$ cat src/rtl/uart_pkg.sv
// Shared types and helpers for the UART receive path.
package uart_pkg;

  localparam int UART_DATA_W = 8;

  typedef enum logic [2:0] {
    IDLE,
    START,
    DATA,
    PARITY,
    STOP
  } rx_state_e;

  function automatic int calc_div(input int clk_freq, input int baud);
    return clk_freq / baud;
  endfunction

endpackage

$ cat src/rtl/axis_if.sv
// Minimal AXI-Stream style byte channel: data, vld, rdy; a transfer happens on vld & rdy.
interface axis_if #(
  parameter int W = 8
) ();
  logic [W-1:0] data;
  logic         vld;
  logic         rdy;

  modport master (output data, output vld, input rdy);
  modport slave  (input data, input vld, output rdy);
endinterface

$ cat src/rtl/sync_fifo.sv
// Single-clock FIFO with combinational head output; a push into a full FIFO is
// accepted only when a pop frees a slot in the same cycle.
module sync_fifo #(
  parameter int WIDTH = 8,
  parameter int DEPTH = 4
) (
  input  logic             clk,
  input  logic             rst,
  input  logic             push,
  input  logic [WIDTH-1:0] din,
  input  logic             pop,
  output logic [WIDTH-1:0] dout,
  output logic             empty,
  output logic             full
);
  localparam int AW = $clog2(DEPTH);

  logic [WIDTH-1:0] mem_q [DEPTH];
  logic [AW-1:0]    wr_ptr_q;
  logic [AW-1:0]    rd_ptr_q;
  logic [AW:0]      count_q;
  logic             do_push;
  logic             do_pop;

  assign empty   = (count_q == '0);
  assign full    = (count_q == (AW+1)'(DEPTH));
  assign do_pop  = pop && !empty;
  assign do_push = push && (!full || do_pop);

  always_ff @(posedge clk) begin
    if (do_push) mem_q[wr_ptr_q] <= din;
  end

  always_ff @(posedge clk or posedge rst) begin
    if (rst) begin
      wr_ptr_q <= '0;
      rd_ptr_q <= '0;
      count_q  <= '0;
    end else begin
      if (do_push) wr_ptr_q <= wr_ptr_q + 1'b1;
      if (do_pop)  rd_ptr_q <= rd_ptr_q + 1'b1;
      count_q <= count_q + {{AW{1'b0}}, do_push} - {{AW{1'b0}}, do_pop};
    end
  end

  // Empty FIFO presents zero so the stream data is defined out of reset.
  assign dout = empty ? '0 : mem_q[rd_ptr_q];

endmodule

$ cat src/rtl/uart_rx_axis.sv
// UART receiver (8N1, or 8E1 when UART_RX_PARITY_EN is defined) feeding a byte
// stream through a small FIFO; bad frames raise frame_err, dropped bytes raise overrun.
module uart_rx_axis
  import uart_pkg::*;
#(
  parameter int CLK_FREQ   = 100_000_000,
  parameter int BAUD       = 115_200,
  parameter int FIFO_DEPTH = 4
) (
  input  logic   clk,
  input  logic   rst,
  input  logic   rx,
  output logic   frame_err,
  output logic   overrun,
  axis_if.master axis_o
);
  localparam int DIV   = calc_div(CLK_FREQ, BAUD);
  localparam int CNT_W = $clog2(DIV);
  localparam int BIT_W = $clog2(UART_DATA_W);
  localparam logic [CNT_W-1:0] CNT_LAST  = CNT_W'(DIV - 1);
  localparam logic [CNT_W-1:0] CNT_START = CNT_W'(DIV - DIV / 2);
  localparam logic [BIT_W-1:0] BIT_LAST  = BIT_W'(UART_DATA_W - 1);

  rx_state_e              state_q, state_d;
  logic [CNT_W-1:0]       cnt_q, cnt_d;
  logic [BIT_W-1:0]       bit_q, bit_d;
  logic [UART_DATA_W-1:0] shift_q, shift_d;
  logic                   rx_meta_q, rx_s_q, rx_prev_q;
  logic                   frame_err_q, frame_err_d;
  logic                   overrun_q, overrun_d;
  logic                   tick, push, pop;
  logic                   fifo_empty, fifo_full;
  logic [UART_DATA_W-1:0] fifo_dout;
`ifdef UART_RX_PARITY_EN
  logic                   par_err_q, par_err_d;
`endif

  assign tick = (cnt_q == CNT_LAST);

  always_comb begin
    state_d     = state_q;
    cnt_d       = tick ? '0 : cnt_q + 1'b1;
    bit_d       = bit_q;
    shift_d     = shift_q;
    push        = 1'b0;
    frame_err_d = 1'b0;
`ifdef UART_RX_PARITY_EN
    par_err_d   = par_err_q;
`endif
    case (state_q)
      IDLE: begin
        cnt_d = '0;
        // Falling edge, not level: a held-low line (break) cannot retrigger.
        if (!rx_s_q && rx_prev_q) begin
          state_d = START;
          cnt_d   = CNT_START;
`ifdef UART_RX_PARITY_EN
          par_err_d = 1'b0;
`endif
        end
      end
      START: if (tick) begin
        state_d = rx_s_q ? IDLE : DATA;
        bit_d   = '0;
      end
      DATA: if (tick) begin
        shift_d = {rx_s_q, shift_q[UART_DATA_W-1:1]};
        bit_d   = bit_q + 1'b1;
`ifdef UART_RX_PARITY_EN
        if (bit_q == BIT_LAST) state_d = PARITY;
`else
        if (bit_q == BIT_LAST) state_d = STOP;
`endif
      end
`ifdef UART_RX_PARITY_EN
      PARITY: if (tick) begin
        par_err_d = par_err_q | (^{shift_q, rx_s_q});
        state_d   = STOP;
      end
      STOP: if (tick) begin
        state_d     = IDLE;
        push        = rx_s_q && !par_err_q;
        frame_err_d = !(rx_s_q && !par_err_q);
      end
`else
      STOP: if (tick) begin
        state_d     = IDLE;
        push        = rx_s_q;
        frame_err_d = !rx_s_q;
      end
`endif
      default: state_d = IDLE;
    endcase
    overrun_d = push && fifo_full && !pop;
  end

  always_ff @(posedge clk or posedge rst) begin
    if (rst) begin
      state_q     <= IDLE;
      cnt_q       <= '0;
      bit_q       <= '0;
      shift_q     <= '0;
      rx_meta_q   <= 1'b1;
      rx_s_q      <= 1'b1;
      rx_prev_q   <= 1'b1;
      frame_err_q <= 1'b0;
      overrun_q   <= 1'b0;
`ifdef UART_RX_PARITY_EN
      par_err_q   <= 1'b0;
`endif
    end else begin
      state_q     <= state_d;
      cnt_q       <= cnt_d;
      bit_q       <= bit_d;
      shift_q     <= shift_d;
      rx_meta_q   <= rx;
      rx_s_q      <= rx_meta_q;
      rx_prev_q   <= rx_s_q;
      frame_err_q <= frame_err_d;
      overrun_q   <= overrun_d;
`ifdef UART_RX_PARITY_EN
      par_err_q   <= par_err_d;
`endif
    end
  end

  assign pop = !fifo_empty && axis_o.rdy;

  sync_fifo #(
    .WIDTH(UART_DATA_W),
    .DEPTH(FIFO_DEPTH)
  ) u_fifo (
    .clk  (clk),
    .rst  (rst),
    .push (push),
    .din  (shift_q),
    .pop  (pop),
    .dout (fifo_dout),
    .empty(fifo_empty),
    .full (fifo_full)
  );

  assign axis_o.vld  = !fifo_empty;
  assign axis_o.data = fifo_dout;
  assign frame_err   = frame_err_q;
  assign overrun     = overrun_q;

endmodule

$ cat src/flat_wrapper.sv
// flat-port wrapper written by rule: the top's interface ports become plain ports
module uart_rx_axis_flat import uart_pkg::*;
#(
  parameter int CLK_FREQ   = 100_000_000,
  parameter int BAUD       = 115_200,
  parameter int FIFO_DEPTH = 4
)
  (clk, rst, rx, frame_err, overrun, axis_o_data, axis_o_vld, axis_o_rdy);
  axis_if #(.W(8)) axis_o_i ();
  input  logic clk;
  input  logic rst;
  input  logic rx;
  output logic frame_err;
  output logic overrun;
  output wire logic [$bits(axis_o_i.data)-1:0] axis_o_data;
  output wire logic [$bits(axis_o_i.vld)-1:0] axis_o_vld;
  input wire logic [$bits(axis_o_i.rdy)-1:0] axis_o_rdy;
  assign axis_o_data = axis_o_i.data;
  assign axis_o_vld = axis_o_i.vld;
  assign axis_o_i.rdy = axis_o_rdy;
  uart_rx_axis #(.CLK_FREQ(CLK_FREQ), .BAUD(BAUD), .FIFO_DEPTH(FIFO_DEPTH)) u_core (.clk(clk), .rst(rst), .rx(rx), .frame_err(frame_err), .overrun(overrun), .axis_o(axis_o_i));
endmodule
$ cat config.mk
export PLATFORM = sky130hd
export DESIGN_NAME = uart_rx_axis_flat
export DESIGN_NICKNAME = d
export VERILOG_FILES = /design/src/rtl/uart_pkg.sv /design/src/rtl/axis_if.sv /design/src/rtl/sync_fifo.sv /design/src/rtl/uart_rx_axis.sv /design/src/flat_wrapper.sv
export SDC_FILE = /design/constraint.sdc
export NUM_CORES = 1
export LEC_CHECK = 0
export BUFFER_PORTS_ARGS = -buffer_cell sky130_fd_sc_hd__buf_4
export CAP_MARGIN = 10
export CELL_PAD_IN_SITES_DETAIL_PLACEMENT = 1
export CELL_PAD_IN_SITES_GLOBAL_PLACEMENT = 2
export CORE_UTILIZATION = 49
export CTS_BUF_LIST = sky130_fd_sc_hd__clkbuf_8
export CTS_CLUSTER_DIAMETER = 30
export CTS_CLUSTER_SIZE = 28
export DETAILED_ROUTE_END_ITERATION = 8
export PLACE_DENSITY_LB_ADDON = 0.08
export SLEW_MARGIN = 40
export SYNTH_ARGS = -nofsm -noshare
export SYNTH_HDL_FRONTEND = slang
export SYNTH_SLANG_ARGS = --single-unit
$ cat constraint.sdc
create_clock -name clk -period 5.6 [get_ports clk]
set_clock_uncertainty 0.1 [all_clocks]
set_input_delay 0.56 -clock clk [delete_from_list [all_inputs] [get_ports clk]]
set_output_delay 0.56 -clock clk [all_outputs]
set_load 0.02 [all_outputs]
# Word level (Yosys, flattened, before mapping)
# Memory sizes are Yosys's and may differ from the RTL's.
# Cells that the tools add are included.
totals:
  regBits: 36
  elab_cells: 66
  mem_count: 1
  ramBits: 32
  out_inout_bits: 11
memory_table:
  columns: ["memory", "depth", "word_bits", "rd", "rd_ports_with_merged_regs", "wr", "line", "text"]
  rows:
  - ["u_core.u_fifo.mem_q", 4, 8, 1, 0, 1, "sync_fifo.sv:18", "logic [WIDTH-1:0] mem_q [DEPTH];"]
classes:
  mux: 19
  n_eq_ne: 11
  reduce_logical: 17
  n_addsub: 6
ops:
  columns: ["cell", "n"]
  rows:
  - ["10-bit two-way mux", 2]
  - ["3-bit two-way mux", 6]
  - ["3-bit one-hot mux with 4 select lines", 1]
  - ["10-bit by 1-bit adder with 10-bit output (second input constant)", 1]
  - ["10-bit equality test (second input constant)", 1]
  - ["2-bit by 1-bit inequality test with 1-bit output (second input constant)", 5]
  - ["3-bit equality test (second input constant)", 3]
  - ["9-bit two-way mux", 1]
  - ["8-bit two-way mux", 1]
  - ["1-bit logical AND", 6]
  - ["3-bit logical NOT", 2]
  - ["1-bit two-way mux", 6]
  - ["3-bit one-hot mux with 2 select lines", 1]
  - ["5-bit AND reduction", 1]
  - ["2-bit by 1-bit adder with 2-bit output (second input constant)", 2]
  - ["1-bit logical NOT", 4]
  - ["3-bit by 1-bit adder with 3-bit output", 1]
  - ["3-bit by 1-bit adder with 3-bit output (second input constant)", 1]
  - ["3-bit by 1-bit equality test with 1-bit output (second input constant)", 1]
  - ["3-bit by 2-bit equality test with 1-bit output (second input constant)", 1]
  - ["3-bit AND reduction", 1]
  - ["3-bit by 1-bit subtractor with 3-bit output", 1]
  - ["2-bit two-way mux", 1]
  - ["2-bit AND reduction", 1]
  - ["other kinds (2)", 2]

# Longest topological paths before layout
# Gate-level depths: netlist (run 1).
logic_depth:
  depth_word: 8
  ltp_mapped: 12
  ltp_nobuf: 12

# By module
# From an unflattened synthesis (run 1), not the netlist that was laid out.
unflattened:
  hier_cells: 202
  hier_area_um2: 2956.6
by_module_without_submodules:
  columns: ["mod", "seq_area_each_um2", "area_each_um2", "cells_per_inst", "n_inst"]
  rows:
  - ["sync_fifo", 1136.1, 1634.1, 88, 1]
  - ["uart_rx_axis", 729.4, 1322.5, 114, 1]

# Worst setup path after synthesis (run 1)
# Ideal clock, no wire load.
synth_path:
  path_kind: "register -> register"
  start: "reg u_core.cnt_q[0]"
  end: "reg u_core.u_fifo.count_q[2]"
  path_stages_with_launch: 13
  setup_slack_ns: 2.549
  period_less_slack_ns: 3.051
  n_path_buf: 0
  setup_ns: 0.123
  arrival_ns: 2.829
  cell_sequence: "dfrtp_1 ha_1 or3b_4 or3_4 nor3b_4 inv_1 ha_1 inv_1 ha_1 inv_1 fa_1 xnor2_1 xnor2_1"
synth_between:
  elab_chain_len: 6
synth_lines:
  columns: ["element", "line", "text"]
  rows:
  - ["from (decl)", "uart_rx_axis.sv:25", "logic [CNT_W-1:0] cnt_q, cnt_d;"]
  - ["from (signal assigned)", "uart_rx_axis.sv:113", "cnt_q <= cnt_d;"]
  - ["10-bit equality test", "uart_rx_axis.sv:38", "assign tick = (cnt_q == CNT_LAST);"]
  - ["1-bit two-way mux", "uart_rx_axis.sv:86", "STOP: if (tick) begin"]
  - ["1-bit two-way mux", "uart_rx_axis.sv:50", "case (state_q)"]
  - ["1-bit logical AND", "sync_fifo.sv:28", "assign do_push = push && (!full || do_pop);"]
  - ["3-bit by 1-bit adder with 3-bit output", "sync_fifo.sv:42", "count_q <= count_q + {{AW{1'b0}}, do_push} - {{AW{1'b0}}, do_pop};"]
  - ["3-bit by 1-bit subtractor with 3-bit output", "sync_fifo.sv:42", null]
  - ["to (signal assigned)", "sync_fifo.sv:42", null]
  - ["to (decl)", "sync_fifo.sv:21", "logic [AW:0] count_q;"]
# Every way passes these cells.
# A chain may end at the register's enable or synchronous reset.

# Worst setup path in the final report (run 1)
# Ends and elaborated chain as after synthesis.

==> results.txt, run 1 <==
worst-skew pair later-pin latency: 0.34 ns
# Max-Cap Violations: 0
Worst Path Max Fanout: 7
Critical Path RT: 5.76 ns
first-pass GRT wire length: 9.473 mm
Synth area leader: edfxtp_1
met3 Track Usage GR: 0.05172
GR Util met1: 0.2807
Final Critical Period: 3.386 ns
crit path kind: flop to flop
maximum vdd ir drop: 0.0002620 V
synth top area cells: edfxtp_1, dfrtp_1, mux4_2, ha_1, mux2_2
Tot GR Track Use: 0.2123
area of the multi-input gates: 994.7 µm²
ant diodes: 0
Slew HR: 0.5406
drt total wl: 5.601 mm
hpwl dp: 3.918 mm
largest net degree at the start of global routing: 37
layer with the highest usage: met2
Post-synth EDFFs: 32
drt initial violations: 77
crit path DAT: 3.54 ns
Setup TNS Final: 0 ns
Pwr Density: 372.6 nW/µm²
Placed Area: 3097 µm²
Area Overhead vs Synth: 12.69%
Unique masters post-synth: 36
sequential area share after synthesis: 0.6394
die area: 6267 µm²
drc violations: 0
Worst-path clk slew: 0.08 ns
Die X-Extent: 79.17 µm
Via Count: 1663
Reg2Reg Depth: 12
HP Class: input pin to async pin
row count: 27
CP endpoint kind: flop
GR Util met2: 0.3388
flop2flop setup slack: 2.21 ns
Clock Path Buffers: 2
initial antenna violation count: 0
Slew @ Worst Pin: 0.6828 ns
Die Height: 79.17 µm
number of global-route vias before repair: 1791
top cells by count, synth: dfrtp_1, edfxtp_1, and2_1
Core Area: 5608 µm²
post_cts resized: 0
count leader, synth: dfrtp_1
#FFs+latches synth: 68
post-route cell area: 3288 µm²
top_reg_cell synth: dfrtp_1
CTS buffer count: 9
CTS tree: yes
register area: 1866 µm²
reg-to-reg endpoint: u_core.u_fifo.count_q[2]
fin util: 0.5863
WL per Instance: 18.73 µm
Final period util: 0.6047
post-route ant nets: 0
Routability Congestion: 0.7988
Nets: 236
Ys Warns: 0
htree depth: 3
Synth Cell Area: 2918 µm²
clock root cell: clkbuf_8
RSZ-0062 raised after global routing: false
Fmax achieved: 0.2953 GHz
DR pass1 iterations: 4
Final Hold Vio Count: 0
postcts setup bufs: 0
leakage: 1.401 nW
Initial Util: 0.5203
I/O Pins: 15
FILL cells: 565
Syn Inst Count: 202
Via density: 5.562
GR Overflow Total: 0
IO Port Bufs: 14
post-synthesis async set-or-reset flop share: 0.5294
CP Launch Type: flop
Avg Inst Size Synth: 14.44 µm²
number of hold buffers added after cts: 0
Slew Limit Fails: 0
Final Setup Violations: 0
r2r startpoint: u_core.cnt_q[0]
CTS sink cnt: 68
share of cells above drive strength 1: 0.2423
Mapped Nets: 216
status: finished, final reports clean
top cell type's share of synthesized area: 0.3293
report_power, final:
group	internal (mW)	switching [mW]	total [mW]	leakage, nW
sequential	0.570	0.0855	0.655	0.837
combinational	0.0963	0.0823	0.179	0.471
clock	0.203	0.188	0.391	0.0926
metrics by stage:
| stage | setup WS, ns | cells | power [mW] | hold WS [ns] |
|---|---|---|---|---|
| after floorplan | 2.549 | 202 | 0.7907 | 0.2452 |
| after global placement | 2.439 | 283 | 0.8284 | 0.2500 |
| after detailed placement | 2.222 | 283 | 0.8475 | 0.2499 |
| after CTS | 2.205 | 299 | 1.240 | 0.2163 |
| after global routing | 2.016 | 299 | 1.292 | 0.2139 |
| final | 2.214 | 299 | 1.225 | 0.2179 |
registers in the layout (all words and copies together) (netlist names):
name / count
u_core.shift_q: 8
u_core.overrun: 1
u_core.rx_meta_q: 1
u_core.rx_prev_q: 1
u_core.state_q: 3
u_core.u_fifo.mem_q: 32
u_core.rx_s_q: 1
u_core.bit_q: 3
u_core.u_fifo.wr_ptr_q: 2
u_core.frame_err: 1
u_core.u_fifo.count_q: 3
u_core.cnt_q: 10
u_core.u_fifo.rd_ptr_q: 2
cell type report:
class / count / area share
sequential: 68 / 0.5674
multi-input combinational: 119 / 0.3025
clock buffer: 9 / 0.03767
timing repair buffer: 15 / 0.03425
tap: 72 / 0.02740
clock inverter: 7 / 0.02055
inverter: 9 / 0.01027
critical path, stage by stage, from the launching register on:
cell	delay (ns)
dfrtp_1	0.40
ha_1	0.26
or3b_4	0.43
or3_4	0.38
nor3b_4	0.35
inv_1	0.08
ha_1	0.29
inv_1	0.05
ha_1	0.13
inv_1	0.06
fa_1	0.40
xnor2_1	0.22
xnor2_1	0.15
cell families (layout without fill, tap and decap cells):
logic type / after synthesis / in the layout / share of synthesized area
flip-flops: 68 / 68 / 0.6394
XOR/XNOR: 13 / 13 / 0.03902
AO/OA/AOI/OAI: 16 / 16 / 0.03259
buffers and inverters: 15 / 40 / 0.01972
adder cells (fa/ha/maj): 10 / 10 / 0.04546
AND/OR/NAND/NOR: 63 / 63 / 0.1274
multiplexers: 17 / 17 / 0.09648
layer usage:
metal,share of wire,wire [µm],up-vias
met1,0.47,2613,873
met2,0.50,2810,17
met4,0.013,71,0
li1,-,-,767
met5,0,0,-
met3,0.019,106,6
placed cells by master (no fill, tap or decap), types with 2 or more instances in the layout:
cell,n
dfrtp_1,33
ha_1,9
dfstp_2,3
nand2_1,10
or4b_2,2
clkbuf_8,9
a22oi_1,2
nor2_1,9
and2_1,14
nor3_1,5
xnor2_1,8
edfxtp_1,32
nor3b_1,2
and3_1,3
clkinvlp_4,2
inv_1,9
xor2_1,5
buf_4,15
clkinv_2,2
o21ai_0,7
mux4_2,8
nand3_1,8
a21oi_1,4
mux2_2,8
or3_1,2
worst max-delay path by stage:
stage,startpoint,slack [ns],end,depth (start not counted)
after floorplan,u_core.cnt_q[0],2.55,u_core.u_fifo.count_q[2],12
after global placement,u_core.cnt_q[0],2.44,u_core.u_fifo.count_q[2],12
after detailed placement,u_core.cnt_q[0],2.22,u_core.u_fifo.count_q[2],12
after CTS,u_core.cnt_q[0],2.21,u_core.u_fifo.count_q[2],12
after global routing,u_core.cnt_q[0],2.02,u_core.u_fifo.count_q[2],12
final,u_core.cnt_q[0],2.21,u_core.u_fifo.count_q[2],12
Note: power is estimated with default switching activity, not from simulation.
==> run 2, diff against run 1 <==
--- a/config.mk
+++ b/config.mk
@@ -5,11 +5,12 @@
 export SDC_FILE = /design/constraint.sdc
 export NUM_CORES = 1
 export LEC_CHECK = 0
+export ABC_AREA = 1
 export BUFFER_PORTS_ARGS = -buffer_cell sky130_fd_sc_hd__buf_4
 export CAP_MARGIN = 10
 export CELL_PAD_IN_SITES_DETAIL_PLACEMENT = 1
 export CELL_PAD_IN_SITES_GLOBAL_PLACEMENT = 2
-export CORE_UTILIZATION = 49
+export CORE_UTILIZATION = 37
 export CTS_BUF_LIST = sky130_fd_sc_hd__clkbuf_8
 export CTS_CLUSTER_DIAMETER = 30
 export CTS_CLUSTER_SIZE = 28
==> constraint.sdc (replaced) <==
create_clock -name clk -period 2.8 [get_ports clk]
set_clock_uncertainty 0.1 [all_clocks]
set_input_delay 0.28 -clock clk [delete_from_list [all_inputs] [get_ports clk]]
set_output_delay 0.28 -clock clk [all_outputs]
set_load 0.02 [all_outputs]
==> run 2 against run 1 <==
Effect of this change: design area rose by 9.5%; synthesized area rose by 6.2%; hold slack improved by 0.041 ns; register-to-register slack got worse by 1.8 ns; die area rose by 40%; combinational power rose to 5.8 times the previous value; highest routed layer unchanged.
==> results.txt, run 2 <==
sequential area share after synthesis: 0.6022
Final period util: 0.8613
fin util: 0.4403
htree depth: 3
Worst Slack Setup Final: 0.3882 ns
DR pass1 iterations: 4
critical path depth: 10
drt total wl: 6.510 mm
GR Overflow Total: 0
Slew @ Worst Pin: 0.4849 ns
Syn Inst Count: 309
clock root cell: clkbuf_8
post-route ant nets: 0
crit path capture: u_core.u_fifo.count_q[2]
#FFs+latches synth: 68
Unique masters post-synth: 31
number of global-route vias before repair: 2172
Avg Inst Size Synth: 10.03 µm²
top cells by count, synth: nand2_1, nor2_1, dfrtp_1
post-route cell area: 3600 µm²
Crit path max-delay family: adder cells
IO Port Bufs: 14
count leader, synth: nand2_1
Die X-Extent: 93.51 µm
top cell type's share of synthesized area: 0.3102
hpwl dp: 4.705 mm
crit path kind: flop to flop
Synth area leader: edfxtp_1
share of cells above drive strength 1: 0.1744
drc violations: 0
CTS buffer count: 9
CP Launch Point: u_core.state_q[1]
Fmax achieved: 0.4146 GHz
reg-to-reg endpoint: u_core.u_fifo.count_q[2]
Critical Path RT: 2.93 ns
Initial Util: 0.3789
CP Launch Type: flop
Worst Path Max Fanout: 7
Reg2Reg Depth: 10
crit path DAT: 2.54 ns
row count: 33
Ys Warns: 0
crit-path cells: nor2_1, nand2_1, nor2_2, nand3_4, ha_1, inv_1, ha_1, inv_1, fa_1, xnor2_1
CTS tree: yes
RSZ-0062 raised after global routing: false
Max stage delay on crit path: 0.43 ns
status: finished, final reports clean
Mapped Nets: 323
register area: 1866 µm²
CP endpoint kind: flop
Routability Congestion: 0.7350
commonest non-fill, non-tap cells in the layout: nand2_1, nor2_1, dfrtp_1
FILL cells: 942
Tot GR Track Use: 0.1683
Largest register FFs: 32
largest net degree at the start of global routing: 23
top_reg_cell synth: dfrtp_1
DP Worst Slack: 0.3924 ns
area of the multi-input gates: 1062 µm²
Nets: 353
maximum vdd ir drop: 0.0003789 V
most flop-heavy register: u_core.u_fifo.mem_q
die area: 8743 µm²
first-pass GRT wire length: 10.84 mm
HP Class: flop to flop
ant diodes: 0
Synth Cell Area: 3098 µm²
r2r startpoint: u_core.state_q[1]
Largest regs: u_core.u_fifo.mem_q x32, u_core.cnt_q x10, u_core.shift_q x8
Die Height: 93.51 µm
leakage: 1.713 nW
Final Critical Period: 2.412 ns
Post-synth EDFFs: 32
Via density: 4.837
post-synthesis async set-or-reset flop share: 0.5294
WL per Instance: 14.50 µm
I/O Pins: 15
Core Area: 8175 µm²
Clock Path Buffers: 2
postcts setup bufs: 0
Area Overhead vs Synth: 16.20%
Via Count: 2172
Final Hold Vio Count: 0
Setup TNS Final: 0 ns
flop2flop setup slack: 0.39 ns
Worst Path Buf+Inv: 2
Pwr Density: 898.9 nW/µm²
commonest non-fill, non-tap cell in the layout: nand2_1
drt initial violations: 66
Final Setup Violations: 0
Slew Limit Fails: 0
# Max-Cap Violations: 0
Placed Area: 3357 µm²
worst-skew pair later-pin latency: 0.34 ns
Slew HR: 0.6762
Worst-path clk slew: 0.08 ns
CTS sink cnt: 68
initial antenna violation count: 0
synth top area cells: edfxtp_1, dfrtp_1, nand2_1, nor2_1, ha_1
Crit-path slowest cell: dfrtp_1
-- run 2: changes by cell type after synthesis, moves of 8 or more --
| cell | delta |
|---|---|
| and2_1 | -14 |
| o21ai_0 | +9 |
| nand2_1 | +49 |
| nor2_1 | +44 |
| inv_1 | +21 |
| nand3_1 | +13 |
| mux4_2 | -8 |
| mux2_2 | -8 |
-- run 2: worst min path at each step --
stage	end	depth (start not counted)	slack (ns)	start
finish	u_core.rx_s_q	0	0.26	u_core.rx_meta_q
floorplan	u_core.rx_meta_q	0	0.18	rx
CTS	u_core.rx_s_q	0	0.26	u_core.rx_meta_q
detailed placement	u_core.cnt_q[4]	2	0.24	rst
global placement	u_core.rx_s_q	0	0.25	u_core.rx_meta_q
global route	u_core.rx_s_q	0	0.26	u_core.rx_meta_q
-- run 2: layout make-up --
| cell class | instances | area share |
|---|---|---|
| clock buffer | 9 | 0.03441 |
| clock inverter | 7 | 0.02746 |
| inverter | 33 | 0.03476 |
| multi-input combinational | 202 | 0.2951 |
| sequential | 68 | 0.5182 |
| tap | 105 | 0.03650 |
| timing repair buffer | 25 | 0.05353 |
-- run 2: cells by family (layout without fill, tap and decap cells) --
family / after synthesis / in the layout / share of synthesized area
compound gates: 30 / 30 / 0.05129
xor+xnor: 6 / 6 / 0.01697
buf+inv: 39 / 74 / 0.05492
fa+ha+maj: 10 / 10 / 0.04281
simple gates: 156 / 156 / 0.2318
flops: 68 / 68 / 0.6022
-- run 2: per-layer routing --
| layer | up-vias | global-route usage | wire length, µm |
|---|---|---|---|
| li1 | 1076 | - | - |
| met1 | 1070 | 0.1968 | 2835 |
| met2 | 18 | 0.2972 | 3426 |
| met3 | 8 | 0.03252 | 131 |
| met4 | 0 | 0.07692 | 116 |
| met5 | - | 0 | 0 |
-- run 2: report_power, final --
group	internal [mW]	switching [mW]
Combinational	0.386	0.645
Sequential	1.14	0.164
Clock	0.507	0.392
-- run 2: through the flow --
step / total power, mW / hold WS, ns / instances
final: 3.236 / 0.2593 / 449
after floorplan: 2.018 / 0.1845 / 309
after global routing: 3.442 / 0.2616 / 449
after CTS: 3.289 / 0.2604 / 449
after global placement: 2.352 / 0.2489 / 431
after detailed placement: 2.379 / 0.2408 / 431
-- run 2: timing repair --
action	4_1_cts	5_1_grt
resized for setup	0	0
setup endpoints to repair	0	0
hold buffers	2	0
hold endpoints to repair	19	0
==> run 3, diff against run 2 <==
--- a/config.mk
+++ b/config.mk
@@ -6,11 +6,12 @@
 export NUM_CORES = 1
 export LEC_CHECK = 0
 export ABC_AREA = 1
+export ABC_CLOCK_PERIOD_IN_PS = 2800
 export BUFFER_PORTS_ARGS = -buffer_cell sky130_fd_sc_hd__buf_4
 export CAP_MARGIN = 10
 export CELL_PAD_IN_SITES_DETAIL_PLACEMENT = 1
 export CELL_PAD_IN_SITES_GLOBAL_PLACEMENT = 2
-export CORE_UTILIZATION = 37
+export CORE_UTILIZATION = 36
 export CTS_BUF_LIST = sky130_fd_sc_hd__clkbuf_8
 export CTS_CLUSTER_DIAMETER = 30
 export CTS_CLUSTER_SIZE = 28
@@ -19,4 +20,5 @@
 export SLEW_MARGIN = 40
 export SYNTH_ARGS = -nofsm -noshare
 export SYNTH_HDL_FRONTEND = slang
+export SYNTH_HIERARCHICAL = 1
 export SYNTH_SLANG_ARGS = --single-unit
==> run 3 against run 2 <==
Effect of this change: sequential cell count did not move; total power fell by 6.2%; synthesized cell count increased by 13%; critical path type unchanged; sequential power decreased by 4%; fmax up 1.1%; combinational power decreased by 9%; highest routed layer unchanged; hold slack better by 0.0017 ns.
==> results.txt, run 3 <==
Unique masters post-synth: 30
Largest register FFs: 32
Final Hold Vio Count: 0
RSZ-0062 raised after global routing: false
row count: 34
maximum vdd ir drop: 0.0003701 V
Post-synth EDFFs: 32
Via Count: 2249
Slew HR: 0.5552
top_reg_cell synth: dfrtp_1
WL per Instance: 13.29 µm
Tot GR Track Use: 0.1597
drt total wl: 6.511 mm
drc violations: 0
largest net degree at the start of global routing: 30
share of cells above drive strength 1: 0.1518
worst-skew pair later-pin latency: 0.34 ns
# Max-Cap Violations: 0
Sw Pwr: 1.126 mW
Clock Path Buffers: 2
Routability Congestion: 0.7614
Final period util: 0.8519
HP Class: flop to flop
post-route cell area: 3685 µm²
clock root cell: clkbuf_8
die area: 9307 µm²
count leader, synth: nand2_1
Initial Util: 0.3702
Fmax achieved: 0.4193 GHz
Synth area leader: edfxtp_1
Setup TNS Final: 0 ns
IO Port Bufs: 14
Synth Cell Area: 3213 µm²
CTS tree: yes
Slew Limit Fails: 0
Core Area: 8678 µm²
Syn Inst Count: 348
first-pass GRT wire length: 10.67 mm
Die Height: 96.48 µm
CTS sink cnt: 68
sequential share of power: 0.416
Clk pwr share: 0.274
Worst-path clk slew: 0.08 ns
I/O Pins: 15
htree depth: 3
CTS buffer count: 9
register area: 1866 µm²
initial antenna violation count: 0
Final Setup Violations: 0
crit path kind: flop to flop
most flop-heavy register: u_core/u_fifo/mem_q
Ys Warns: 6
ant diodes: 0
Int Power: 1.908 mW
Placed Area: 3457 µm²
leakage: 1.758 nW
number of global-route vias before repair: 2207
switching portion of total power: 0.3711
Pwr Density: 823.5 nW/µm²
GR Overflow Total: 0
top cell type's share of synthesized area: 0.2991
Critical Path RT: 2.93 ns
area of the multi-input gates: 1039 µm²
Avg Inst Size Synth: 9.233 µm²
Die X-Extent: 96.48 µm
top cells by count, synth: nand2_1, inv_1, dfrtp_1
post_cts resized: 0
Slew @ Worst Pin: 0.6621 ns
Worst Path Max Fanout: 6
Final Power: 3.034 mW
postcts setup bufs: 0
sequential area share after synthesis: 0.5806
crit path DAT: 2.52 ns
Nets: 390
DR pass1 iterations: 4
hpwl dp: 4.712 mm
Largest regs: u_core/u_fifo/mem_q x32, u_core/cnt_q x10, u_core/shift_q x8
FILL cells: 1038
CP endpoint kind: flop
WHS: 0.2609 ns
drt initial violations: 64
commonest non-fill, non-tap cells in the layout: nand2_1, inv_1, dfrtp_1
status: finished, final reports clean
Area Overhead vs Synth: 14.68%
CP Launch Type: flop
commonest non-fill, non-tap cell in the layout: nand2_1
Comb pwr share: 0.310
#FFs+latches synth: 68
Final Critical Period: 2.385 ns
Mapped Nets: 361
post-route ant nets: 0
Via density: 4.590
post-synthesis async set-or-reset flop share: 0.5294
synth top area cells: edfxtp_1, dfrtp_1, nand2_1, inv_1, nand3_1
[run 3: worst paths after layout]
| path | startpoint | to | slack (ns) | cells after the start |
|---|---|---|---|---|
| worst max-delay path | u_core/cnt_q[0] | u_core/u_fifo/count_q[2] | 0.41 | 10 |
| worst min-delay path | u_core/rx_meta_q | u_core/rx_s_q | 0.26 | 0 |
| worst max register to register | u_core/cnt_q[0] | u_core/u_fifo/count_q[2] | 0.41 | 10 |
| worst min register to register | u_core/rx_meta_q | u_core/rx_s_q | 0.26 | 0 |
| max in group asynchronous | rst | u_core/rx_meta_q | 1.79 | 4 |
| min in group asynchronous | rst | u_core/u_fifo/count_q[0] | 0.34 | 3 |
[run 3: power groups by stage]
| stage | Sequential, mW | Combinational, mW | Clock (mW) |
|---|---|---|---|
| finish | 1.26 | 0.940 | 0.832 |
| global route | 1.28 | 1.07 | 0.910 |
| CTS | 1.27 | 0.963 | 0.863 |
| detailed placement | 1.29 | 0.958 | 0 |
| global placement | 1.28 | 0.943 | 0 |
| floorplan | 1.21 | 0.750 | 0 |
[run 3: logic make-up (layout without fill, tap and decap cells)]
logic type | Yosys count | count (layout) | synth area share
AOI/OAI and AO/OA | 17 | 17 | 0.02843
and+or+nand+nor | 176 | 176 | 0.2438
adders and majority gates | 9 | 9 | 0.03738
buffers and inverters | 73 | 107 | 0.09618
xor gates and xnor gates | 5 | 5 | 0.01363
DFF | 68 | 68 | 0.5806
[run 3: metrics by stage]
stage	setup slack [ns]	cells	utilization
after floorplan	0.4191	348	-
after global placement	0.5017	472	0.3984
final	0.4148	490	0.4246
after detailed placement	0.3762	472	0.3984
after global routing	0.1997	490	0.4246
after CTS	0.3639	490	0.4246
[run 3: repair_timing]
| item | in CTS | in global routing |
|---|---|---|
| hold buffers | 2 | 0 |
| setup endpoints to repair | 0 | 0 |
| endpoints found under the hold margin | 34 | 0 |
[run 3: worst max-delay path, cell delays in order (launching register included)]
cell      delay, ns
dfrtp_1        0.42
ha_1           0.24
nand2_1        0.10
nor2_4         0.12
nand2_4        0.09
nor3_1         0.21
nand3b_1       0.19
nand2_1        0.07
ha_1           0.19
fa_1           0.40
xnor2_1        0.14
[run 3: area by class of cell]
| class | count | area share |
|---|---|---|
| clock buffers | 9 | 0.03362 |
| clock inverters | 7 | 0.02275 |
| inverters | 68 | 0.07063 |
| multi-input cells | 207 | 0.2818 |
| flip-flops and latches | 68 | 0.5063 |
| well taps | 108 | 0.03667 |
| repair buffers | 23 | 0.04822 |
[run 3: routing by layer]
metal	GRT usage	wire [µm]	share of wire
met5	0	0	0
met4	0.07353	108	0.017
met2	0.2999	3477	0.53
met3	0.02895	157	0.024
met1	0.1723	2768	0.43
